--- src/rtl/led_pattern_engine.sv ---
// Parametrised LED pattern generator: blink, binary count, one-hot walk and
// thermometer fill/drain, with speed select, pause and a step strobe.
module led_pattern_engine #(
  parameter int WIDTH      = 8,
  parameter int TICK_DIV   = 50000000,
  parameter int SPEED_BITS = 2
) (
  input  logic                  HWClock,
  input  logic                  Reset,
  input  logic [1:0]            Mode,
  input  logic [SPEED_BITS-1:0] Speed,
  input  logic                  Dir,
  input  logic                  Pause,
  output logic [WIDTH-1:0]      LED,
  output logic                  StepTick
);

  typedef enum logic [1:0] {
    MODE_BLINK = 2'd0,
    MODE_COUNT = 2'd1,
    MODE_WALK  = 2'd2,
    MODE_FILL  = 2'd3
  } mode_e;

  localparam logic [WIDTH-1:0] MSB_ONLY   = {1'b1, {(WIDTH-1){1'b0}}};
  localparam logic [WIDTH-1:0] LSB_ONLY   = {{(WIDTH-1){1'b0}}, 1'b1};
  localparam logic [31:0]      TICK_DIV_W = 32'(TICK_DIV);

  mode_e            mode_in;
  mode_e            mode_q;
  mode_e            mode_d;
  logic [31:0]      prescaler_q;
  logic [31:0]      prescaler_d;
  logic [31:0]      period;
  logic [31:0]      period_m1;
  logic [WIDTH-1:0] led_d;
  logic [WIDTH-1:0] led_next;
  logic [WIDTH-1:0] led_inv;
  logic             tick_d;
  logic             is_zero;
  logic             all_ones;
  logic             is_onehot;
  logic             lsb_run;
  logic             msb_run;

  assign mode_in = mode_e'(Mode);

  // Period follows Speed every cycle; a shift to zero is clamped to one cycle.
  always_comb begin
    period = TICK_DIV_W >> Speed;
    if (period == '0) begin
      period = 32'd1;
    end
    period_m1 = period - 32'd1;
  end

  // Shape classification of the current LED value.
  always_comb begin
    led_inv   = ~LED;
    is_zero   = (LED == '0);
    all_ones  = (LED == '1);
    is_onehot = !is_zero && ((LED & (LED - LSB_ONLY)) == '0);
    lsb_run   = !is_zero && ((LED & (LED + LSB_ONLY)) == '0);
    msb_run   = !is_zero && ((led_inv & (led_inv + LSB_ONLY)) == '0);
  end

  always_comb begin
    led_next = '0;
    case (mode_q)
      MODE_BLINK: led_next = ~LED;
      MODE_COUNT: led_next = Dir ? (LED - LSB_ONLY) : (LED + LSB_ONLY);
      MODE_WALK: begin
        if (is_zero) begin
          led_next = Dir ? LSB_ONLY : MSB_ONLY;
        end else if (is_onehot) begin
          led_next = Dir ? (LED << 1) : (LED >> 1);
        end
      end
      MODE_FILL: begin
        // All-ones counts as both runs, so it falls through to the drain shift.
        if (is_zero) begin
          led_next = Dir ? LSB_ONLY : MSB_ONLY;
        end else if (!Dir) begin
          if (msb_run && !all_ones) begin
            led_next = (LED >> 1) | MSB_ONLY;
          end else if (lsb_run) begin
            led_next = LED >> 1;
          end
        end else begin
          if (lsb_run && !all_ones) begin
            led_next = (LED << 1) | LSB_ONLY;
          end else if (msb_run) begin
            led_next = LED << 1;
          end
        end
      end
      default: led_next = '0;
    endcase
  end

  always_comb begin
    mode_d      = mode_q;
    prescaler_d = prescaler_q;
    led_d       = LED;
    tick_d      = 1'b0;
    if (mode_in != mode_q) begin
      mode_d      = mode_in;
      led_d       = '0;
      prescaler_d = '0;
    end else if (Pause) begin
      prescaler_d = prescaler_q;
    end else if (prescaler_q >= period_m1) begin
      prescaler_d = '0;
      led_d       = led_next;
      tick_d      = 1'b1;
    end else begin
      prescaler_d = prescaler_q + 32'd1;
    end
  end

  always_ff @(posedge HWClock) begin
    if (Reset) begin
      mode_q      <= mode_in;
      prescaler_q <= '0;
      LED         <= '0;
      StepTick    <= 1'b0;
    end else begin
      mode_q      <= mode_d;
      prescaler_q <= prescaler_d;
      LED         <= led_d;
      StepTick    <= tick_d;
    end
  end

endmodule
--- config.mk ---
export PLATFORM = sky130hd
export DESIGN_NAME = led_pattern_engine
export DESIGN_NICKNAME = d
export VERILOG_FILES = /design/src/rtl/led_pattern_engine.sv
export SDC_FILE = /design/constraint.sdc
export NUM_CORES = 1
export LEC_CHECK = 0
export ABC_AREA = 0
export CORE_ASPECT_RATIO = 0.7
export CORE_MARGIN = 5
export CORE_UTILIZATION = 55
export DETAILED_ROUTE_END_ITERATION = 16
export DONT_BUFFER_PORTS = 1
export PLACE_DENSITY_LB_ADDON = 0.3
export SLEW_MARGIN = 20
export SYNTH_ARGS = -nofsm -noshare
export SYNTH_HDL_FRONTEND = slang
export SYNTH_SLANG_ARGS = --single-unit
export TNS_END_PERCENT = 1
--- constraint.sdc ---
create_clock -name HWClock -period 4.5 [get_ports HWClock]
set_input_delay 0.225 -clock HWClock [delete_from_list [all_inputs] [get_ports HWClock]]
set_output_delay 0.225 -clock HWClock [all_outputs]
set_load 0.1 [all_outputs]
==> results.cfg, run 1 <==
[yosys]
synth-compound-area-share_pct = 13.7
yosys_warnings = 0
synth_edf_count = 2
synth_area_per_cell_um2 = 8.06
ys_seq_area_share_pct = 26.0
synthMuxAreaShare_pct = 3.18
synth_most_common_cell = nor2_1
ys_ff_latch = 43
ys_top_cells_by_count = 59 x nor2_1, 44 x ha_1, 41 x dfxtp_1
synthFlopType = dfxtp_1
synth_fa_ha_area_share_pct = 16.3
syn_area_mm2 = 0.00339
synth_xor_area_share_pct = 9.05
async_flop_share_pct = 0
synth.top_cell.area_share_pct = 24.2
synth_top_cell_by_area = dfxtp_1
synthTopCellsByArea = dfxtp_1 24%, ha_1 16%, nor2_1 6.5%, xor2_1 5.4%, nand2_1 4.0%
synth_simple_gate_area_share_pct = 26.8
ys_types = 56
synth_top_family_by_area = simple AND/OR/NAND/NOR gates
syn_inst = 420

[clock_network]
cts_buffers = 5
htree_num_levels = 2
path_clk_slew_ns = 0.09
cts_tree = built
cts_root_buf = clkbuf_8
clock_latency_ns = 0.30
clockBufferDepth = 2
cts_resized = 0
cts.sinks = 43

[status]
status = finished clean

[worst_hold_path]
min-delay-start = Pause
hold_path_end = prescaler_q[1]
hold_depth = 2
hold_class = primary input to flip-flop

[worst_setup_path]
r2r-end = LED[1]
reg2reg_depth = 12
reg2reg_from = LED[1]
critPathSlowestCell = or3b_2
slowest_delay_ns = 0.52
required_ns = 4.69
cp-end-kind = flip-flop
crit_type = flip-flop to flip-flop
r2r_slack_ns = 1.18
cp-startpoint = LED[1]
crit_chain = buf_4, inv_1, ha_1, or3b_2, ha_1, nor4_1, nand2_1, nor2_1, nand2_1, a311oi_1, a211oi_1, a211oi_1
crit_fanout = 10
arrival_ns = 3.52
worst_setup_path_start_kind = flip-flop

[timing]
holdWs_ns = 0.0601
fin_crit_sh_pct = 73.8
slew_headroom_pct = 37.6
final.min_clock_period_ns = 3.32
drv_slew = 0
fin_tns_setup_ns = 0
hold_viol = 0
fin_worst_skew_ns = 0.00747
tightest_slew_ns = 0.935
max_freq_mhz = 301
rsz0062_at_grt = false
setup_viol = 0

[die]
fp-row-count = 23
die_x_um = 104
start_util_pct = 58.0
core_area_mm2 = 0.00584
die_h_um = 75.7
ioPinCount = 17
die-area_mm2 = 0.00785

[global_route]
grt_max_degree = 32
grt-ovfl-total = 0
grt_pass1_wl_mm = 13.7
antenna_found_initial = 0
grt_pass1_vias = 2787
grt_usage_pct = 21.3

[power]
power_frac_clock_pct = 40.1
p_leak_uw = 0.00153
pwr-share-comb_pct = 8.5
worst_ir_drop_vdd_v = 0.000160
seq_power_share_pct = 51.4
p_switching_uw = 191
swShare_pct = 24.8
cellInternalPower_uw = 577
power.density_mw_per_mm2 = 213

[final_layout]
drive_gt1_share_pct = 6.59
layout.nets = 476
area_delta_synth_final_pct = 6.46
n_antenna_cell = 0
fillers = 529

[detailed_routing]
drt-total-wl_mm = 8.12
dr.pass1.iters = 4
viasPerCell = 5.99
detail-route-antenna-nets = 0
drtIter0Drc = 332
drc = 0
wl_per_cell_um = 16.2
num_vias = 2995

[job]
maxCapViolCount = 0

[placed_design]
gp_congestion = 0.965
portBuffers = 0
hpwl_mm = 6.14
-- metrics by stage --
step	cells	power (µW)	setup slack (ns)	utilization (%)	instance area (µm²)
final	500	768	1.18	61.7	3610
after global routing	500	799	1.15	61.7	3610
after CTS	498	770	1.33	61.4	3590
after detailed placement	490	465	1.37	59.5	3470
after global placement	490	464	1.40	59.5	3470
after floorplan	426	457	1.28	-	3410
-- repair_timing --
action                    CTS  global route
hold endpoints to repair    0             2
buffers inserted            0             0
hold buffers                0             2
-- metal layers --
layer | wire length [µm] | vias to the layer above | global-route usage, %
li1 | - | 1499 | -
met1 | 4080 | 1363 | 31.5
met2 | 3260 | 123 | 30.2
met3 | 716 | 10 | 6.35
met4 | 72 | 0 | 5.60
met5 | 0 | - | 0
-- logic make-up after synthesis --
logic type / count (synthesis)
and+or+nand+nor: 180
AOI/OAI and AO/OA: 68
buffers and inverters: 38
muxes: 10
other: 2
xor gates and xnor gates: 35
DFF: 43
adders and majority gates: 44
-- sequential cells by signal (all words and copies together), names as in the netlist --
name,cells
prescaler_q,32
LED,8
StepTick,1
mode_q,2
-- layout by cell type (no fill, tap or decap), drive strengths merged, types with 8 or more instances in the layout --
cell / instances
nand3: 17
nor2: 60
xnor2: 14
nand4: 12
ha: 44
dfxtp: 41
conb: 8
nor3: 9
buf: 8
a21oi: 23
xor2: 21
inv: 19
nand2: 36
-- how the worst max path moves through the flow --
stage	cells past startpoint	slack (ns)	endpoint
2_1_floorplan	10	1.28	LED[2]
3_3_place_gp	12	1.40	LED[1]
3_5_place_dp	12	1.37	LED[1]
4_1_cts	12	1.33	LED[1]
5_1_grt	12	1.15	LED[1]
6_report	12	1.18	LED[1]
-- area by class of cell --
class | instances | area, µm² | area share, %
multi-input cells | 345 | 2370 | 65.6
flip-flops and latches | 43 | 881 | 24.4
well taps | 75 | 93.8 | 2.60
repair buffers | 10 | 80.1 | 2.22
inverters | 19 | 71.3 | 1.98
clock buffers | 5 | 68.8 | 1.91
clock inverters | 3 | 43.8 | 1.21
-- critical path, delay by kind of cell (launching register included) --
family          cells  cell delay, ns
fa+ha+maj           2            0.49
buf+inv             2            0.41
simple gates        5            1.35
compound gates      3            0.64
flops               1            0.32
-- power by group through the flow --
stage | combinational (µW) | clock, µW | sequential, µW
floorplan | 61.0 | 0 | 396
global placement | 60.8 | 0 | 403
detailed placement | 62.0 | 0 | 403
CTS | 62.6 | 313 | 394
global route | 73.3 | 330 | 396
finish | 65.2 | 308 | 395
Power figures use the tool's default switching activity.
==> inputs of run 2 (changes only) <==
==> constraint.sdc (replaced) <==
create_clock -name HWClock -period 3.2 [get_ports HWClock]
set_input_delay 0.16 -clock HWClock [delete_from_list [all_inputs] [get_ports HWClock]]
set_output_delay 0.16 -clock HWClock [all_outputs]
set_load 0.1 [all_outputs]
==> results.cfg, run 2 (synthesis results as in run 1) <==
[status]
status = finished clean

[power]
fin_total_pwr_uw = 1130
worst_ir_drop_vdd_v = 0.000184
power.density_mw_per_mm2 = 307
p_leak_uw = 0.00157

[placed_design]
hpwl_mm = 6.16
post-place-ws_ns = 0.246
portBuffers = 0
gp_congestion = 0.912
dp_cells = 495

[worst_hold_path]
min-delay-start = Pause
hold_depth = 2
hold_class = primary input to flip-flop
hold_path_end = prescaler_q[0]

[timing]
tightest_slew_ns = 0.941
max_freq_mhz = 339
rsz0062_at_grt = false
fin_worst_skew_ns = 0.00938
fin_tns_setup_ns = 0
drv_slew = 0
fin_crit_sh_pct = 92.3
slew_headroom_pct = 37.2
final.min_clock_period_ns = 2.95
setup_viol = 0
hold_viol = 0
fin_ws_ns = 0.247

[final_layout]
top_regs = prescaler_q x32, LED x8, mode_q x2
final_cell_mix = 59 x nor2_1, 44 x ha_1, 39 x dfxtp_1
mostFrequentLayoutCell = nor2_1
top_register = prescaler_q
layout.nets = 482
fin_cells = 506
fillers = 506
n_antenna_cell = 0
largest_reg_flops = 32
drive_gt1_share_pct = 8.35
area_delta_synth_final_pct = 8.76
final_util_pct = 63.1

[worst_setup_path]
r2r_slack_ns = 0.25
required_ns = 3.42
worst_setup_path_start_kind = flip-flop
arrival_ns = 3.18
reg2reg_from = LED[1]
reg2reg_depth = 11
crit_fanout = 5
crit_type = flip-flop to flip-flop
r2r-end = LED[5]
cp-end-kind = flip-flop

[detailed_routing]
viasPerCell = 6.04
drtIter0Drc = 301
wl_per_cell_um = 16.3
num_vias = 3058
drc = 0
detail-route-antenna-nets = 0
drt-total-wl_mm = 8.23
dr.pass1.iters = 5

[die]
start_util_pct = 58.0
die_h_um = 75.7
ioPinCount = 17
die-area_mm2 = 0.00785
die_x_um = 104
core_area_mm2 = 0.00584
fp-row-count = 23

[clock_network]
cts_root_buf = clkbuf_8
htree_num_levels = 2
cts_tree = built
cts.sinks = 43
path_clk_slew_ns = 0.08
clock_latency_ns = 0.31
postCtsSetupRepairBufs = 0
clockBufferDepth = 2
cts_buffers = 5

[job]
maxCapViolCount = 0

[global_route]
grt_usage_pct = 22.0
antenna_found_initial = 0
grt_pass1_vias = 2806
grt_max_degree = 32
grt_pass1_wl_mm = 14.0
grt-ovfl-total = 0
==> run 2: final cells by class <==
| class | instances | area, µm² | share of cell area [%] |
|---|---|---|---|
| Sequential cell | 43 | 883 | 24.0 |
| Inverter | 19 | 71.3 | 1.94 |
| Clock buffer | 7 | 97.6 | 2.65 |
| Multi-Input combinational cell | 345 | 2380 | 64.6 |
| Tap cell | 75 | 93.8 | 2.55 |
| Timing Repair Buffer | 16 | 128 | 3.46 |
| Clock inverter | 1 | 30.0 | 0.815 |
==> run 2: how the worst max path moves through the flow <==
stage,startpoint,cells past startpoint,to
global route,LED[1],11,LED[5]
floorplan,LED[2],10,LED[2]
detailed placement,Speed[1],12,prescaler_q[2]
CTS,LED[1],11,LED[1]
finish,LED[1],11,LED[5]
global placement,Speed[1],12,prescaler_q[7]
==> run 2: report_power, final <==
part           total, µW  internal (µW)  switching, µW
logic               94.7           39.2           55.4
registers            554            542           12.3
clock network        481            281            200
==> run 2: what timing repair did <==
item,in CTS,in global routing
hold buffers,3,0
resized for setup,0,2
endpoints found under the setup margin,0,1
hold endpoints to repair,3,0
==> run 2: layer usage <==
layer	GRT usage, %	up-vias	wire length (µm)	part of all wire, %
met5	0	-	0	0
met4	6.47	0	124	1.5
met3	5.33	17	651	7.9
met2	31.9	131	3300	40
met1	32.4	1400	4150	50
li1	-	1510	-	-
==> run 2: critical path: stages (launching register included) <==
cell      delay (ns)
dfxtp_2         0.35
inv_1           0.14
ha_1            0.27
inv_1           0.09
ha_1            0.19
nor2_1          0.10
o221ai_1        0.16
nor3_1          0.53
a21oi_1         0.16
o31ai_1         0.56
a211oi_1        0.17
nor3_1          0.16
==> run 2: stage by stage <==
stage               instance area, µm²  hold WS, ns
global placement                  3510        0.259
detailed placement                3510        0.259
global route                      3680       0.0206
CTS                               3670       0.0107
finish                            3680       0.0135
floorplan                         3410        0.259
==> inputs of run 3 (changes only) <==
--- a/config.mk
+++ b/config.mk
@@ -11,7 +11,7 @@
 export CORE_UTILIZATION = 55
 export DETAILED_ROUTE_END_ITERATION = 16
 export DONT_BUFFER_PORTS = 1
-export PLACE_DENSITY_LB_ADDON = 0.3
+export PLACE_DENSITY = 0.7
 export SLEW_MARGIN = 20
 export SYNTH_ARGS = -nofsm -noshare
 export SYNTH_HDL_FRONTEND = slang
==> results.cfg, run 3 (synthesis results as in run 1) <==
[status]
status = finished clean

[placed_design]
hpwl_mm = 6.35
portBuffers = 0
dpl-instance-area_mm2 = 0.00353
gp_congestion = 0.952
post-place-ws_ns = 0.205

[final_layout]
fillers = 536
drive_gt1_share_pct = 8.35
final_cell_mix = 59 x nor2_1, 44 x ha_1, 39 x dfxtp_1
top_register = prescaler_q
mostFrequentLayoutCell = nor2_1
layout.nets = 483
n_antenna_cell = 0
top_regs = prescaler_q x32, LED x8, mode_q x2
finish.instance_area_mm2 = 0.00364
area_delta_synth_final_pct = 7.35
largest_reg_flops = 32

[timing]
tightest_slew_ns = 0.943
fin_crit_sh_pct = 91.6
fin_tns_setup_ns = 0
fin_worst_skew_ns = 0.00616
hold_viol = 0
fin_ws_ns = 0.270
setup_viol = 0
max_freq_mhz = 341
rsz0062_at_grt = false
final.min_clock_period_ns = 2.93
slew_headroom_pct = 37.1
drv_slew = 0

[global_route]
grt_pass1_wl_mm = 14.2
grt_max_degree = 32
antenna_found_initial = 0
grt_pass1_vias = 2782
grt_usage_pct = 22.0
grt-ovfl-total = 0

[power]
worst_ir_drop_vdd_v = 0.000237
p_leak_uw = 0.00156
fin_total_pwr_uw = 995
power.density_mw_per_mm2 = 274

[clock_network]
clockBufferDepth = 2
cts.sinks = 43
clock_latency_ns = 0.29
cts_root_buf = clkbuf_8
path_clk_slew_ns = 0.08
cts_buffers = 5
cts_tree = built
htree_num_levels = 2

[die]
core_area_mm2 = 0.00584
start_util_pct = 58.0
die_x_um = 104
ioPinCount = 17
fp-row-count = 23
die_h_um = 75.7
die-area_mm2 = 0.00785

[detailed_routing]
drt-total-wl_mm = 8.18
detail-route-antenna-nets = 0
drtIter0Drc = 224
viasPerCell = 6.06
dr.pass1.iters = 5
wl_per_cell_um = 16.2
drc = 0
num_vias = 3064

[worst_setup_path]
r2r_slack_ns = 0.27
required_ns = 3.43
crit_fanout = 6
arrival_ns = 3.16
cp.buffers_inverters = 2
worst_setup_path_start_kind = flip-flop
crit_chain = buf_4, nor3_1, nand2_1, or3_1, ha_1, nor4_1, nand2_1, nor2_1, nand2_1, o31ai_1, buf_4, a21o_1, a32o_1
cp-end-kind = flip-flop
path_delay_family = simple AND/OR/NAND/NOR gates
crit_type = flip-flop to flip-flop
cp_common_cell = nand2_1
critPathSlowestCell = nor3_1
slowest_delay_ns = 0.37

[job]
maxCapViolCount = 0

[worst_hold_path]
hold_class = primary input to flip-flop
[run 3: cell count changes in the layout (fill, tap and decap cells not counted)]
cell           before  now
a311oi_2            1    0
bufinv_16           1    0
clkbuf_16           1    0
clkbuf_1            1    0
nor4_1              4    5
dlygate4sd3_1       3    2
a311oi_1            1    2
nor4_2              1    0
clkbuf_8            5    6
buf_4              13   15
clkinv_2            0    1
[run 3: repair_timing]
item                                    4_1_cts  5_1_grt
endpoints found under the setup margin        0        0
hold buffers                                  2        0
gates resized for setup                       0        0
buffers inserted                              0        0
hold endpoints to repair                      2        0
[run 3: cell type report]
cell class / instances / area, µm² / share of cell area [%]
timing repair buffer: 17 / 133 / 3.65
tap: 75 / 93.8 / 2.58
clock inverter: 1 / 5.00 / 0.138
inverter: 19 / 71.3 / 1.96
sequential: 43 / 883 / 24.3
multi-input combinational: 345 / 2370 / 65.1
clock buffer: 6 / 82.6 / 2.27
[run 3: worst paths after layout]
kind	to	from	depth (start not counted)
hold reg to reg	LED[0]	LED[0]	2
setup / recovery	LED[6]	LED[0]	13
hold / removal	prescaler_q[1]	Pause	2
setup reg to reg	LED[6]	LED[0]	13
[run 3: layer usage]
layer / GRT usage, % / routed length (µm) / part of all wire, % / vias to the layer above
li1: - / - / - / 1516
met1: 34.6 / 4270 / 52 / 1439
met2: 31.2 / 3220 / 39 / 105
met3: 4.74 / 658 / 8.0 / 4
met4: 2.59 / 31 / 0.38 / 0
met5: 0 / 0 / 0 / -
[run 3: power breakdown]
group	total (µW)	internal (µW)	switching, µW
combinational	100	39.4	60.6
sequential	549	542	7.15
clock	346	169	176
[run 3: worst register-to-register path, delay by kind of cell (launching register included)]
family,cells,cell delay (ns)
and+or+nand+nor,7,1.45
AOI/OAI and AO/OA,3,0.42
DFF,1,0.35
adders and majority gates,1,0.20
buffers and inverters,2,0.45
[run 3: stage by stage]
stage / std cells / utilization (%) / hold slack [ns]
2_1_floorplan: 426 / - / 0.259
3_3_place_gp: 497 / 60.4 / 0.259
3_5_place_dp: 497 / 60.4 / 0.259
4_1_cts: 506 / 62.2 / 0.0131
5_1_grt: 506 / 62.2 / 0.00200
6_report: 506 / 62.2 / 0.0214
